## src/rtl/ebpc_pkg.sv

```systemverilog
// Shared types and constants for the EBPC encoder front end.
package ebpc_pkg;

    localparam int DATA_W = 8;

    typedef enum logic [0:0] {
        SCHED_IDLE,
        SCHED_STREAM
    } sched_state_t;

endpackage

```

## src/rtl/ebpc_id_fifo.sv

```systemverilog
// Source-ID FIFO with one write port and independent ZNZ/BPC read pointers.
// An entry is freed only after both output streams have popped it.
module ebpc_id_fifo
    import ebpc_pkg::*;
#(
    parameter int DEPTH = 4,
    parameter int ID_W  = 2
) (
    input  logic            clk,
    input  logic            rst,
    input  logic            push,
    input  logic [ID_W-1:0] push_id,
    input  logic            znz_pop,
    input  logic            bpc_pop,
    output logic            full,
    output logic [ID_W-1:0] znz_id,
    output logic            znz_vld,
    output logic [ID_W-1:0] bpc_id,
    output logic            bpc_vld
);

    localparam int PTR_W = $clog2(DEPTH);
    localparam int CNT_W = $clog2(DEPTH + 1);

    logic [ID_W-1:0]  mem [DEPTH];
    logic [PTR_W-1:0] wp;
    logic [PTR_W-1:0] znz_rp;
    logic [PTR_W-1:0] bpc_rp;
    logic [CNT_W-1:0] znz_cnt;
    logic [CNT_W-1:0] bpc_cnt;
    logic             push_ok;
    logic             znz_pop_ok;
    logic             bpc_pop_ok;

    assign full       = (znz_cnt == CNT_W'(DEPTH)) || (bpc_cnt == CNT_W'(DEPTH));
    assign push_ok    = push && !full;
    assign znz_pop_ok = znz_pop && (znz_cnt != '0);
    assign bpc_pop_ok = bpc_pop && (bpc_cnt != '0);

    always_ff @(posedge clk or posedge rst) begin
        if (rst) begin
            for (int i = 0; i < DEPTH; i++) begin
                mem[i] <= '0;
            end
            wp <= '0;
        end else if (push_ok) begin
            mem[wp] <= push_id;
            wp      <= wp + PTR_W'(1);
        end
    end

    // Simultaneous push and pop leaves the count unchanged.
    always_ff @(posedge clk or posedge rst) begin
        if (rst) begin
            znz_rp  <= '0;
            znz_cnt <= '0;
        end else begin
            if (znz_pop_ok) begin
                znz_rp <= znz_rp + PTR_W'(1);
            end
            if (push_ok && !znz_pop_ok) begin
                znz_cnt <= znz_cnt + CNT_W'(1);
            end else if (!push_ok && znz_pop_ok) begin
                znz_cnt <= znz_cnt - CNT_W'(1);
            end
        end
    end

    always_ff @(posedge clk or posedge rst) begin
        if (rst) begin
            bpc_rp  <= '0;
            bpc_cnt <= '0;
        end else begin
            if (bpc_pop_ok) begin
                bpc_rp <= bpc_rp + PTR_W'(1);
            end
            if (push_ok && !bpc_pop_ok) begin
                bpc_cnt <= bpc_cnt + CNT_W'(1);
            end else if (!push_ok && bpc_pop_ok) begin
                bpc_cnt <= bpc_cnt - CNT_W'(1);
            end
        end
    end

    assign znz_id  = mem[znz_rp];
    assign znz_vld = (znz_cnt != '0);
    assign bpc_id  = mem[bpc_rp];
    assign bpc_vld = (bpc_cnt != '0);

    znz_pop_nonempty: assert property (@(posedge clk) disable iff (rst) !(znz_pop && znz_cnt == '0));
    bpc_pop_nonempty: assert property (@(posedge clk) disable iff (rst) !(bpc_pop && bpc_cnt == '0));

endmodule

```

## src/rtl/ebpc_enc_scheduler.sv

```systemverilog
// Round-robin packet scheduler sharing one ebpc_encoder between N_IN streams,
// tagging each packet on the ZNZ and BPC outputs with its source ID.
module ebpc_enc_scheduler
    import ebpc_pkg::*;
#(
    parameter int N_IN          = 4,
    parameter int ID_FIFO_DEPTH = 4,
    parameter int ID_W          = $clog2(N_IN)
) (
    input  logic                   clk_i,
    input  logic                   rst_i,
    input  logic                   en_i,
    input  logic [N_IN*DATA_W-1:0] in_data_i,
    input  logic [N_IN-1:0]        in_last_i,
    input  logic [N_IN-1:0]        in_vld_i,
    output logic [N_IN-1:0]        in_rdy_o,
    output logic [DATA_W-1:0]      enc_data_o,
    output logic                   enc_last_o,
    output logic                   enc_vld_o,
    input  logic                   enc_rdy_i,
    input  logic                   enc_idle_i,
    input  logic                   znz_vld_i,
    input  logic                   znz_rdy_i,
    input  logic                   znz_last_i,
    input  logic                   bpc_vld_i,
    input  logic                   bpc_rdy_i,
    input  logic                   bpc_last_i,
    output logic [ID_W-1:0]        znz_id_o,
    output logic                   znz_id_vld_o,
    output logic [ID_W-1:0]        bpc_id_o,
    output logic                   bpc_id_vld_o,
    output logic                   idle_o
);

    sched_state_t    state;
    sched_state_t    state_nxt;
    logic [ID_W-1:0] grant_q;
    logic [ID_W-1:0] grant_nxt;
    logic [ID_W-1:0] rr_ptr;
    logic [ID_W-1:0] rr_nxt;
    logic [ID_W-1:0] winner;
    int              idx;
    logic            fifo_full;
    logic            grant;
    logic            beat_last;
    logic            znz_pop;
    logic            bpc_pop;

    // First valid stream at or after rr_ptr; scanning backwards lets the
    // closest candidate overwrite the farther ones.
    always_comb begin
        winner = rr_ptr;
        idx    = 0;
        for (int i = N_IN - 1; i >= 0; i--) begin
            idx = int'(rr_ptr) + i;
            if (idx >= N_IN) begin
                idx = idx - N_IN;
            end
            if (in_vld_i[ID_W'(idx)]) begin
                winner = ID_W'(idx);
            end
        end
    end

    assign grant     = (state == SCHED_IDLE) && en_i && (|in_vld_i) && !fifo_full;
    assign beat_last = (state == SCHED_STREAM) && in_vld_i[grant_q] && enc_rdy_i
                       && in_last_i[grant_q];
    assign znz_pop   = znz_vld_i && znz_rdy_i && znz_last_i;
    assign bpc_pop   = bpc_vld_i && bpc_rdy_i && bpc_last_i;

    always_ff @(posedge clk_i or posedge rst_i) begin
        if (rst_i) begin
            state   <= SCHED_IDLE;
            grant_q <= '0;
            rr_ptr  <= '0;
        end else begin
            state   <= state_nxt;
            grant_q <= grant_nxt;
            rr_ptr  <= rr_nxt;
        end
    end

    always_comb begin
        state_nxt = state;
        grant_nxt = grant_q;
        rr_nxt    = rr_ptr;
        case (state)
            SCHED_IDLE: begin
                if (grant) begin
                    grant_nxt = winner;
                    state_nxt = SCHED_STREAM;
                end
            end
            SCHED_STREAM: begin
                if (beat_last) begin
                    rr_nxt    = (grant_q == ID_W'(N_IN - 1)) ? '0 : grant_q + ID_W'(1);
                    state_nxt = SCHED_IDLE;
                end
            end
            default: state_nxt = SCHED_IDLE;
        endcase
    end

    always_comb begin
        in_rdy_o   = '0;
        enc_data_o = '0;
        enc_last_o = 1'b0;
        enc_vld_o  = 1'b0;
        if (state == SCHED_STREAM) begin
            enc_data_o        = in_data_i[grant_q*DATA_W +: DATA_W];
            enc_last_o        = in_last_i[grant_q];
            enc_vld_o         = in_vld_i[grant_q];
            in_rdy_o[grant_q] = enc_rdy_i;
        end
    end

    ebpc_id_fifo #(
        .DEPTH (ID_FIFO_DEPTH),
        .ID_W  (ID_W)
    ) u_id_fifo (
        .clk     (clk_i),
        .rst     (rst_i),
        .push    (grant),
        .push_id (winner),
        .znz_pop (znz_pop),
        .bpc_pop (bpc_pop),
        .full    (fifo_full),
        .znz_id  (znz_id_o),
        .znz_vld (znz_id_vld_o),
        .bpc_id  (bpc_id_o),
        .bpc_vld (bpc_id_vld_o)
    );

    assign idle_o = (state == SCHED_IDLE) && !znz_id_vld_o && !bpc_id_vld_o && enc_idle_i;

endmodule

```

## config.mk

```make
export PLATFORM = sky130hd
export DESIGN_NAME = ebpc_enc_scheduler
export DESIGN_NICKNAME = d
export VERILOG_FILES = /design/src/rtl/ebpc_pkg.sv /design/src/rtl/ebpc_id_fifo.sv /design/src/rtl/ebpc_enc_scheduler.sv
export SDC_FILE = /design/constraint.sdc
export NUM_CORES = 1
export LEC_CHECK = 0
export CAP_MARGIN = 25
export CORE_AREA = 2 2 69 71
export CTS_BUF_LIST = sky130_fd_sc_hd__clkbuf_4
export DETAILED_ROUTE_END_ITERATION = 12
export DIE_AREA = 0 0 71 73
export HOLD_SLACK_MARGIN = 0.15
export MAX_ROUTING_LAYER = met4
export PLACE_DENSITY = 0.88
export RECOVER_POWER = 100
export SLEW_MARGIN = 20
export SYNTH_ARGS = -nofsm -noshare
export SYNTH_HDL_FRONTEND = slang
export SYNTH_SLANG_ARGS = --single-unit
export TNS_END_PERCENT = 50
```

## constraint.sdc

```tcl
create_clock -name clk_i -period 2.3 [get_ports clk_i]
set_clock_uncertainty 0.1 [all_clocks]
set_input_delay 0.345 -clock clk_i [delete_from_list [all_inputs] [get_ports clk_i]]
set_output_delay 0.345 -clock clk_i [all_outputs]
set_load 0.02 [all_outputs]
```

* Word-level counts from Yosys, hierarchy flattened
Cells that the tools add are included.
** Operators by class
- Add/subtract/negate cells :: 15
- $mul :: 0
- Div/mod/pow operators :: 0
- Order comparisons :: 14
- Equal/unequal tests :: 3
- Shifts and indexed selects :: 1
- Multiplexer cells :: 47
- Bitwise gates (word level) :: 5
- Reductions and logical operators :: 36
** Operator list (count)
- $shiftx A32 B6 Y8 :: 1
- $mux W2 :: 14
- $logic_and A1 B1 Y1 :: 22
- $ge A3 B3 Y1 const B :: 6
- $lt A2 B4 Y1 const B :: 4
- $mux W1 :: 15
- $bmux W1 S2 :: 6
- $mux W3 :: 4
- $not A2 Y3 :: 3
- $add A2 B1 Y2 const B :: 4
- $bmux W2 S2 :: 2
- $bwmux W8 :: 1
- $mux W8 :: 1
- $sub A2 B1 Y2 const B :: 4
- $add A2 B2 Y3 const B :: 2
- $add A3 B1 Y3 const B :: 2
- $eq A3 B3 Y1 const B :: 2
- $logic_not A1 Y1 :: 6
- $reduce_bool A3 Y1 :: 2
- $sub A3 B1 Y3 const B :: 2
- $and A4 B4 Y4 :: 1
- $demux W2 S2 :: 1
- $mux W4 :: 1
- $reduce_and A2 Y1 :: 2
- 12 further kinds :: 13
** Word-level totals
- Bits in registers :: 25
- Latch bits :: 0
- Bits in writable memories :: 0
- Bits in read-only memories :: 0
- Input port bits :: 51
- Logic and storage cells :: 133
- Memories kept :: 0

* Logic depth before layout (Yosys ltp)
Gate-level depths: netlist of run 1.
- Depth in word-level cells :: 11
- Mapped depth :: 9
- Gate-level depth less buffers :: 8

* Modules after synthesis
A second synthesis of run 1 with hierarchy kept.
** Unflattened totals
- Cell total of the unflattened synthesis :: 148
- Area total of the unflattened synthesis :: 1835.5 sq um
** Modules (own cells, without submodules)
- ebpc_id_fifo :: times used 1, cells an instance 79, area an instance 1077.3 sq um, sequential area each 500.5 sq um
- ebpc_enc_scheduler :: times used 1, cells an instance 69, area an instance 758.2 sq um, sequential area each 125.1 sq um

* Least setup slack after synthesis of run 1
Ideal clock, no wire load.
- Path kind :: register to register
- Start :: register u_id_fifo.znz_cnt[0]
- End :: register u_id_fifo.znz_cnt[2]
- Arrival :: 2.104 ns
- Slack :: 0.017 ns
- Cell stages (with the launch flop) :: 9
- Buffers on the path :: 0
- Clock period less this slack :: 2.283 ns
- Cell sequence :: dfrtp_1 -> or3_1 -> nand4_1 -> ha_1 -> inv_1 -> fa_1 -> xor2_1 -> nor2_1 -> xor2_1
** Between the ends
- Elaborated cells on any way between the ends :: 16
- Classes of those cells :: add/sub: 2; eq/ne: 1; mux: 2; reduce/logical: 11
** RTL lines
- from (decl) :: line ebpc_id_fifo.sv:29 : logic [CNT_W-1:0] znz_cnt;
- from (signal assigned) :: line ebpc_id_fifo.sv:62 : znz_cnt <= znz_cnt + CNT_W'(1);
- from (signal assigned) :: line ebpc_id_fifo.sv:64 : znz_cnt <= znz_cnt - CNT_W'(1);
- $reduce_bool A3 Y1 *
- net znz_id_vld_o :: line ebpc_enc_scheduler.sv:29 : output logic znz_id_vld_o,
- $logic_and A1 B1 Y1 * :: line ebpc_id_fifo.sv:37 : assign znz_pop_ok = znz_pop && (znz_cnt != '0);
- $logic_not A1 Y1 :: line ebpc_id_fifo.sv:61 : if (push_ok && !znz_pop_ok) begin
- $logic_and A1 B1 Y1 :: line ebpc_id_fifo.sv:61
- $mux W3 / $reduce_bool A2 Y1 (equally long branches)
Mark *: on every way through the listed nets, which the timed path passes. The rest lies on a longest branch. The select of a mux whose other input is x is not followed.
A chain may end at the register's enable or synchronous reset.

* Final worst setup path of run 1
- Start :: register grant_q[0]
- End :: output enc_last_o
** Between the ends
- Word-level cells in the longest chain between the ends :: 3
** RTL lines
- from (decl) :: line ebpc_enc_scheduler.sv:37 : logic [ID_W-1:0] grant_q;
- from (signal assigned) :: line ebpc_enc_scheduler.sv:78 : grant_q <= grant_nxt;
- $bmux W1 S2 :: line ebpc_enc_scheduler.sv:111 : enc_last_o = in_last_i[grant_q];
- $mux W1 (not written as such) :: line ebpc_enc_scheduler.sv:111
- $mux W1 :: line ebpc_enc_scheduler.sv:109 : if (state == SCHED_STREAM) begin
- to (decl) :: line ebpc_enc_scheduler.sv:18 : output logic enc_last_o,
No other way between the ends. The select of a mux whose other input is x is not followed.

==> run summary, run 1 <==
The tree is rooted in a sky130_fd_sc_hd__clkbuf_4. For this design, the sink count on the clock tree is 25. The number of nets with antenna violations after routing came out at 0. The synthesized cell area is 0.00173 mm^2.

Routability-driven placement finished with a final weighted congestion of 0.766. During I/O placement, the number of pins put on the boundary was 72. After layout, the minimum clock period comes to 2.29 ns. The critical path is of the register to output port type. The total number of vias is 1461.

Net switching is 40.1% of the power. The number of cell instances on the worst register-to-register path came out at 8. After technology mapping, the gate count stands at 143. Before antenna repair, the detailed router went through 4 iterations. The hold buffer count at cts is 0. The total global routing track utilization came out at 16.3%. The part of the power in registers came out at 28.7%. After detailed routing, the average wire length per cell comes to 14.8 um. The accumulated negative setup slack came out at 0 ns. The number of maximum-capacitance violations came out at 0. The critical path ends at enc_last_o.

The number of antenna violations at the first check in global routing is 0. The number of enable flip-flop cells after synthesis came out at 0. The number of buffers added by the clock tree synthesis step came out at 3.

The share of layout cells above drive strength 1 is 28.5%. For this run, the register share of the synthesized area comes to 36.2%. The count of buffers from port buffering is 71. The analysis attributes to net switching a power of 1240 uW. Setup repair after global routing could not meet its margin everywhere. The net total in the final layout is 299. Counting the fill cells in the layout gives 387. The area of the die came out at 0.00518 mm^2.

The achievable clock frequency is 436 MHz. Across the VDD grid, the largest voltage drop is 0.714 mV. The hold violation count in the final report is 0.

The number of vias per cell came out at 5.06. The number of placement rows is 25. TritonCTS built the clock tree. The standard cell area after detailed placement is 0.00260 mm^2. The maximum number of pins on one net before global-route repair came out at 26.

The type of element launching the critical path is a register. Dividing total power by cell area gives a power density of 1170 mW/mm^2. Summed over all nets, the half-perimeter wirelength after detailed placement is 3.39 mm. In the post-synthesis netlist, the biggest area contributors are sky130_fd_sc_hd__dfrtp_1 (36%), sky130_fd_sc_hd__mux4_2 (17%), sky130_fd_sc_hd__mux2_2 (9.1%), sky130_fd_sc_hd__ha_1 (7.2%), sky130_fd_sc_hd__and2_1 (4.0%). Summed over all cells, the static leakage comes to 0.00123 uW. The number of synthesized register bits is 25. The fraction of synthesized cell area taken by the top area cell type is 36.2%.

For this configuration, the core starts out at a cell density of 38.1%. The average cell area after synthesis came out at 12.1 um^2. The max-slew violation total from the final report came out at 0. The capture point of the worst reg-to-reg path is u_id_fifo.znz_cnt[2]$_DFFE_PP0P_. The Yosys step of the flow raised 0 warnings. The run finished with clean final reports.

The part of the cycle the worst path needs is 99.8%. The kind of path behind the tightest hold check is register to register. For the worst setup path, the data required time is 1.86 ns. The worst hold path startpoint is u_id_fifo.znz_cnt[2]$_DFFE_PP0P_. In this run the worst setup path begins at grant_q[0]$_DFFE_PP0P_.

The data arrival time at the worst-slack endpoint is 1.85 ns. The post-detailed-route DRC marker count came out at 0. The relative slew slack is 11.9%. The most used flip-flop cell after synthesis is sky130_fd_sc_hd__dfrtp_1.

The longest clock path from root to sink contains 2 buffers. The net count after synthesis came out at 206. The finished cells cover 0.00266 mm^2.

The repair_antennas step left the layout with diodes totalling 0. The core outline area came out at 0.00454 mm^2. Of all nets on the critical path, the largest fanout is 5. Leaving out fill and tap cells, the most frequent cell in the layout is sky130_fd_sc_hd__clkdlybuf4s50_1. In the layout the commonest cells are sky130_fd_sc_hd__clkdlybuf4s50_1 (47), sky130_fd_sc_hd__dfrtp_1 (21).

The number of distinct library cell variants in the gate-level netlist after synthesis came out at 30. At the pin with the least slew margin, the transition time is 1.32 ns. The DRC violation total after the first TritonRoute iteration is 28. The H-tree depth came out at 1.

The global-route congestion overflow total is 0. Cell internal power was estimated by the tool at 1860 uW. The clock transition at the register clock pins on the worst setup and hold paths after CTS is 0.13 ns. The kind of capture point of the worst setup path is an output port. The leading area contributor after synthesis is sky130_fd_sc_hd__dfrtp_1. In this run, the combinational gates consume 64.6% of the power. The part of the total power dissipated in the clock network is 6.6%.

The setup violation total in the final timing report came out at 0. The clock latency at the later pin of the worst-skew pair came out at 0.32 ns. The die extent in x came out at 71 um.

Wires add up to 4.27 mm. In this run the critical register-to-register path is launched from u_id_fifo.znz_cnt[0]$_DFFE_PP0P_. The number of global-route vias before repair was 1476. The proportion of synthesized flip-flops having asynchronous set or reset is 100%.

The setup check on the worst reg-to-reg path leaves a slack of 0.11 ns. Measured along the y axis, the die boundary spans 73 um. The first-pass GRT wire length came out at 6.67 mm. The area growth from synthesis to layout is 53.8%.
==> final cells by class <==
type,count,area (um^2),share of cell area [%]
inverters,14,52.6,1.98
well taps,54,67.6,2.54
clock buffers,4,30.0,1.13
multi-input cells,100,1030,38.7
flip-flops and latches,25,631,23.7
repair buffers,92,848,31.9
==> per-layer routing <==
metal / share of wire (%) / up-vias / global-route usage (%)
met5: 0 / - / -
met4: 0.56 / 0 / 3.77
met3: 6.2 / 2 / 3.87
met2: 52 / 40 / 27.9
met1: 42 / 717 / 19.7
li1: - / 702 / -
==> cells by family after synthesis <==
family                     share of synthesized area (%)
AOI/OAI and AO/OA                                   3.98
and+or+nand+nor                                     12.9
muxes                                               27.6
buffers and inverters                               4.20
adders and majority gates                           9.56
xor gates and xnor gates                            5.58
DFF                                                 36.2
==> power by group through the flow <==
stage | Sequential (uW) | Clock, uW | Combinational (uW)
finish | 890 | 206 | 2000
detailed placement | 895 | 0 | 2030
global placement | 874 | 0 | 1970
global route | 920 | 231 | 2160
CTS | 893 | 216 | 1970
floorplan | 856 | 0 | 1250
==> critical path, stage by stage (launching register included) <==
cell and delay [ns]:
sky130_fd_sc_hd__dfrtp_2 0.45, sky130_fd_sc_hd__buf_12 0.14, sky130_fd_sc_hd__buf_6 0.12, sky130_fd_sc_hd__mux4_2 0.51, sky130_fd_sc_hd__and2_1 0.17, sky130_fd_sc_hd__buf_2 0.15
==> repair_timing <==
action,in CTS,in global routing
setup buffers,1,6
pin swaps,1,3
setup endpoints to repair,22,18
resized for setup,31,24
cloned,0,1
==> sequential cells by signal (all words and copies together), names as in the netlist <==
register           flops
u_id_fifo.wp           2
u_id_fifo.mem          8
state                  1
u_id_fifo.bpc_rp       2
rr_ptr                 2
u_id_fifo.bpc_cnt      3
u_id_fifo.znz_cnt      3
grant_q                2
u_id_fifo.znz_rp       2
==> Yosys cell counts (all sizes together), types with 2 or more instances <==
| cell | n |
|---|---|
| a21oi | 2 |
| and2 | 11 |
| and3 | 4 |
| buf | 3 |
| dfrtp | 25 |
| fa | 2 |
| ha | 10 |
| inv | 14 |
| mux2 | 14 |
| mux4 | 14 |
| nand2 | 6 |
| nand4 | 2 |
| nor2 | 6 |
| nor3b | 3 |
| nor4 | 3 |
| o22a | 2 |
| o22ai | 3 |
| or3 | 2 |
| xnor2 | 5 |
| xor2 | 6 |
==> how the worst min path moves through the flow <==
stage | to | cells past startpoint
floorplan | grant_q[0]$_DFFE_PP0P_ | 1
global placement | u_id_fifo.znz_cnt[2]$_DFFE_PP0P_ | 1
detailed placement | u_id_fifo.bpc_cnt[2]$_DFFE_PP0P_ | 1
CTS | rr_ptr[0]$_DFFE_PP0P_ | 3
global route | u_id_fifo.znz_cnt[2]$_DFFE_PP0P_ | 1
finish | u_id_fifo.znz_cnt[2]$_DFFE_PP0P_ | 1
==> through the flow <==
step / setup WS, ns / hold WS, ns / utilization, % / power (uW) / cells
after floorplan: 0.0172 / 0.272 / - / 2110 / 143
after global placement: -0.310 / 0.368 / 57.2 / 2840 / 277
after detailed placement: -0.441 / 0.385 / 57.2 / 2930 / 277
after CTS: -0.173 / 0.259 / 57.8 / 3080 / 282
after global routing: -0.0625 / 0.420 / 58.6 / 3310 / 289
final: 0.00534 / 0.402 / 58.6 / 3100 / 289
Power figures use the tool's default switching activity.
==> run 2, diff against run 1 <==
--- a/config.mk
+++ b/config.mk
@@ -6,13 +6,13 @@
 export NUM_CORES = 1
 export LEC_CHECK = 0
 export CAP_MARGIN = 25
-export CORE_AREA = 2 2 69 71
+export CORE_AREA = 2 2 66 68
 export CTS_BUF_LIST = sky130_fd_sc_hd__clkbuf_4
 export DETAILED_ROUTE_END_ITERATION = 12
-export DIE_AREA = 0 0 71 73
+export DIE_AREA = 0 0 68 70
 export HOLD_SLACK_MARGIN = 0.15
 export MAX_ROUTING_LAYER = met4
-export PLACE_DENSITY = 0.88
+export PLACE_DENSITY = 0.91
 export RECOVER_POWER = 100
 export SLEW_MARGIN = 20
 export SYNTH_ARGS = -nofsm -noshare
==> constraint.sdc (replaced) <==
create_clock -name clk_i -period 2.35 [get_ports clk_i]
set_clock_uncertainty 0.1 [all_clocks]
set_input_delay 0.3525 -clock clk_i [delete_from_list [all_inputs] [get_ports clk_i]]
set_output_delay 0.3525 -clock clk_i [all_outputs]
set_load 0.02 [all_outputs]
==> run 2 against run 1 <==
Global-route usage rose by 3.6 points. Routed wire length rose by 3.2%. Cell count fell by 1.7%. Die area decreased by 8.2%. Final area shrank 1.6%. Via count increased by 1.0%. Sequential power down 1%. Hold slack better by 0.016 ns. Sequential share of layout area increased by 0.35 points. Setup slack better by 0.061 ns. First-iteration DRC count is 140% higher. Largest cell class unchanged. Largest power group unchanged. Highest routed layer unchanged.
==> run summary, run 2 (synthesized netlist as in run 1, its figures left out) <==
Traced cell by cell, the critical path runs through clkdlybuf4s50_1 > mux4_2 > and2_1 > dlygate4sd2_1. The met2 wire length is 2.20 mm (-0.18%). The net total in the final layout is 296 (-1.0%). The hold violation count in the final report came out at 0 (unchanged). Setup repair after global routing could not meet its margin everywhere. The library cell used as clock root buffer is sky130_fd_sc_hd__clkbuf_4. The post-route met1 wirelength is 1.74 mm (-2.0%).

The core outline area came out at 0.00414 mm^2 (-8.6%). The part of the total power dissipated in the clock network is 7.2% (+0.6 points). The area growth from synthesis to layout came out at 51.3%. The share of layout cells above drive strength 1 came out at 27.6% (-0.92 points). The number of buffers added by the clock tree synthesis step came out at 3 (unchanged). The worst hold path startpoint is u_id_fifo.znz_cnt[2]$_DFFE_PP0P_. The H-tree depth came out at 1 (unchanged). The start of the worst register-to-register path is u_id_fifo.bpc_cnt[2]$_DFFE_PP0P_. The power density normalized to cell area came out at 1140 mW/mm^2 (-1.9%). The I/O pin total is 72 (unchanged).

The total number of cells along the worst setup path is 4 (-1). Timing would allow up to 438 MHz. The count of buffering cells on the critical path with inverters included is 2 (-1). The number of inserted diodes is 0 (unchanged).

The number of nets with antenna violations after routing is 0 (unchanged). For this design, the slowest cell found on the critical path is sky130_fd_sc_hd__clkdlybuf4s50_1. The part of the power in registers is 29.4% (+0.7 points). The number of vias per cell came out at 5.20 (+2.8%). The number of sinks on the clock net came out at 25 (unchanged).

The number of antenna violations at the first check in global routing was 0 (unchanged). The cell area after layout is 0.00261 mm^2 (-1.6%). The number of filler cells placed in the layout is 332 (-14%). In this run the critical register-to-register path is captured at u_id_fifo.znz_cnt[2]$_DFFE_PP0P_. The number of placement rows came to 24 (-4.0%). The clock latency at the later pin of the worst-skew pair is 0.34 ns (+0.02 ns).

The first-pass GRT wire length is 7.00 mm (+5.1%). The half-perimeter wire length after placement was 3.45 mm (+1.8%). The maximum number of pins on one net before global-route repair is 26 (unchanged). Counting flops per register, the top entry is u_id_fifo.mem. The peak supply drop was 0.795 mV (+11%). The worst setup path is captured at an output port.

The most common cell after layout, fill and taps aside is sky130_fd_sc_hd__clkdlybuf4s50_1. The core occupancy in the finished layout came out at 63.1% (+4.5 points). The worst stage delay on the critical path is 0.50 ns (about the same).

The number of global-route vias before repair came out at 1562 (+5.8%). The leakage power came out at 0.00121 uW (-2.1%). The weighted congestion at the end of routability-driven global placement came to 0.843 (+10%). The terminating pin of the worst hold path is u_id_fifo.znz_cnt[2]$_DFFE_PP0P_.

The time the final worst path needs with I/O delays and setup is 2.28 ns. The number of cell instances on the worst register-to-register path came out at 8 (unchanged). The internal power is 1760 uW (-5.3%). The number of iterations in the first detailed-routing pass is 4 (unchanged).

In the finished design, the share of the clock period the worst path needs comes to 97.2%. The type of element launching the critical path is a primary input. The transition at the pin with the smallest max-transition slack came out at 1.32 ns (-0.000758 ns). The total detailed-routing wirelength is 4.41 mm (+3.2%). The min-delay analysis places its worst path in the category register to register. The relative slew slack is 12.0% (+0.051 points). The number of cells on the worst hold path is 1 (unchanged). The setup path with the least slack is of type primary input to output port.

The setup violation total in the final timing report came out at 0 (unchanged). The net switching power is 1230 uW (-0.84%). The total global routing track utilization is 19.9% (+3.6 points). The max-slew violation total from the final report came to 0 (unchanged). The height of the die is 70 um (-4.1%). The die extent in x was 68 um (-4.2%).

The net switching fraction of the power came to 41.2% (+1.1 points). The data arrival time at the worst-slack endpoint came out at 1.83 ns (-0.02 ns). The length of routed met3 wiring is 303 um (+15%). The fraction of power consumed by combinational cells came out at 63.4% (-1.2 points). Among cell families on the critical path, the largest total delay comes from buffers and inverters. The standard cell area after detailed placement came out at 0.00262 mm^2 (+0.77%). The initial cell density of the core is 41.7% (+3.6 points). The critical path data required time came out at 1.90 ns (+0.04 ns). The number of flip-flops in the largest register is 8 (unchanged). The count of buffers from port buffering is 71 (unchanged).

The TritonCTS clock tree is yes. In the layout the commonest cells are sky130_fd_sc_hd__clkdlybuf4s50_1 (51), sky130_fd_sc_hd__dfrtp_1 (22), sky130_fd_sc_hd__buf_4 (15). In the final layout, the registers with the most flip-flops are u_id_fifo.mem: 8 flops, u_id_fifo.bpc_cnt: 3 flops, u_id_fifo.znz_cnt: 3 flops. The maximum fanout count along the critical path came out at 5 (unchanged).

The post-detailed-route wirelength per cell is 15.5 um (+5.0%). Routed signal wires occupy layers up through met4. The area of the die came to 0.00476 mm^2 (-8.2%). The number of maximum-capacitance violations came out at 0 (unchanged).

The hold buffer count at cts was 0 (unchanged). The minimum setup slack among reg-to-reg paths is 0.14 ns (+0.03 ns). The number of buffers between clock root and the deepest sink came out at 2 (unchanged).

The run finished with clean final reports. The total number of vias is 1476 (+1.0%). The clock transition at the register clock pins on the worst setup and hold paths after CTS is 0.14 ns (about the same). The DRC violation total after the first TritonRoute iteration is 66 (+140%). The global-route congestion overflow total is 0 (unchanged). The post-detailed-route DRC marker count was 0 (unchanged).
-- run 2: layout make-up --
type | instances | area, um^2 | share of cell area [%]
Multi-Input combinational cell | 100 | 1030 | 39.4
Timing Repair Buffer | 89 | 805 | 30.8
Sequential cell | 25 | 629 | 24.1
Tap cell | 52 | 65.1 | 2.49
Inverter | 14 | 52.6 | 2.01
Clock buffer | 3 | 22.5 | 0.862
Clock inverter | 1 | 8.76 | 0.335
-- run 2: per-layer routing --
layer	GRT usage (%)	vias up
met5	-	-
met4	7.56	0
met3	4.99	17
met2	32.7	57
met1	23.0	709
li1	-	693
-- run 2: what timing repair did --
action	in CTS	in global routing
pin swaps	0	4
resized for setup	26	21
endpoints found under the setup margin	18	16
buffers inserted	0	2
-- run 2: how the worst max path moves through the flow --
| stage | start | endpoint | slack [ns] |
|---|---|---|---|
| 4_1_cts | grant_q[0]$_DFFE_PP0P_ | enc_data_o[3] | -0.0003 |
| 3_3_place_gp | in_vld_i[2] | u_id_fifo.znz_cnt[2]$_DFFE_PP0P_ | -0.19 |
| 3_5_place_dp | in_vld_i[2] | u_id_fifo.znz_cnt[2]$_DFFE_PP0P_ | -0.25 |
| 2_1_floorplan | u_id_fifo.znz_cnt[0]$_DFFE_PP0P_ | u_id_fifo.znz_cnt[2]$_DFFE_PP0P_ | 0.07 |
| 6_report | in_vld_i[2] | enc_vld_o | 0.07 |
| 5_1_grt | u_id_fifo.bpc_cnt[2]$_DFFE_PP0P_ | u_id_fifo.znz_cnt[2]$_DFFE_PP0P_ | -0.02 |
-- run 2: power by group through the flow --
stage               clock [uW]  sequential [uW]  combinational (uW)
finish                     216              877                1890
global route               239              907                2070
CTS                        222              874                1940
detailed placement           0              876                2000
global placement             0              854                1940
floorplan                    0              838                1230
-- run 2: per-stage QoR --
| stage | hold slack, ns | TNS, ns | cells | worst slack [ns] | total power, uW |
|---|---|---|---|---|---|
| global placement | 0.371 | -0.822 | 278 | -0.190 | 2790 |
| finish | 0.418 | 0 | 284 | 0.0660 | 2990 |
| global route | 0.424 | -0.0248 | 284 | -0.0248 | 3210 |
| detailed placement | 0.382 | -1.19 | 278 | -0.252 | 2880 |
| floorplan | 0.280 | 0 | 143 | 0.0672 | 2070 |
| CTS | 0.253 | -0.000324 | 282 | -0.000324 | 3040 |
==> run 3, diff against run 2 <==
--- a/config.mk
+++ b/config.mk
@@ -10,7 +10,7 @@
 export CTS_BUF_LIST = sky130_fd_sc_hd__clkbuf_4
 export DETAILED_ROUTE_END_ITERATION = 12
 export DIE_AREA = 0 0 68 70
-export HOLD_SLACK_MARGIN = 0.15
+export HOLD_SLACK_MARGIN = 0.08
 export MAX_ROUTING_LAYER = met4
 export PLACE_DENSITY = 0.91
 export RECOVER_POWER = 100
==> results of run 3 <==
The final DEF is identical to that of run 2; final timing and power are the same.
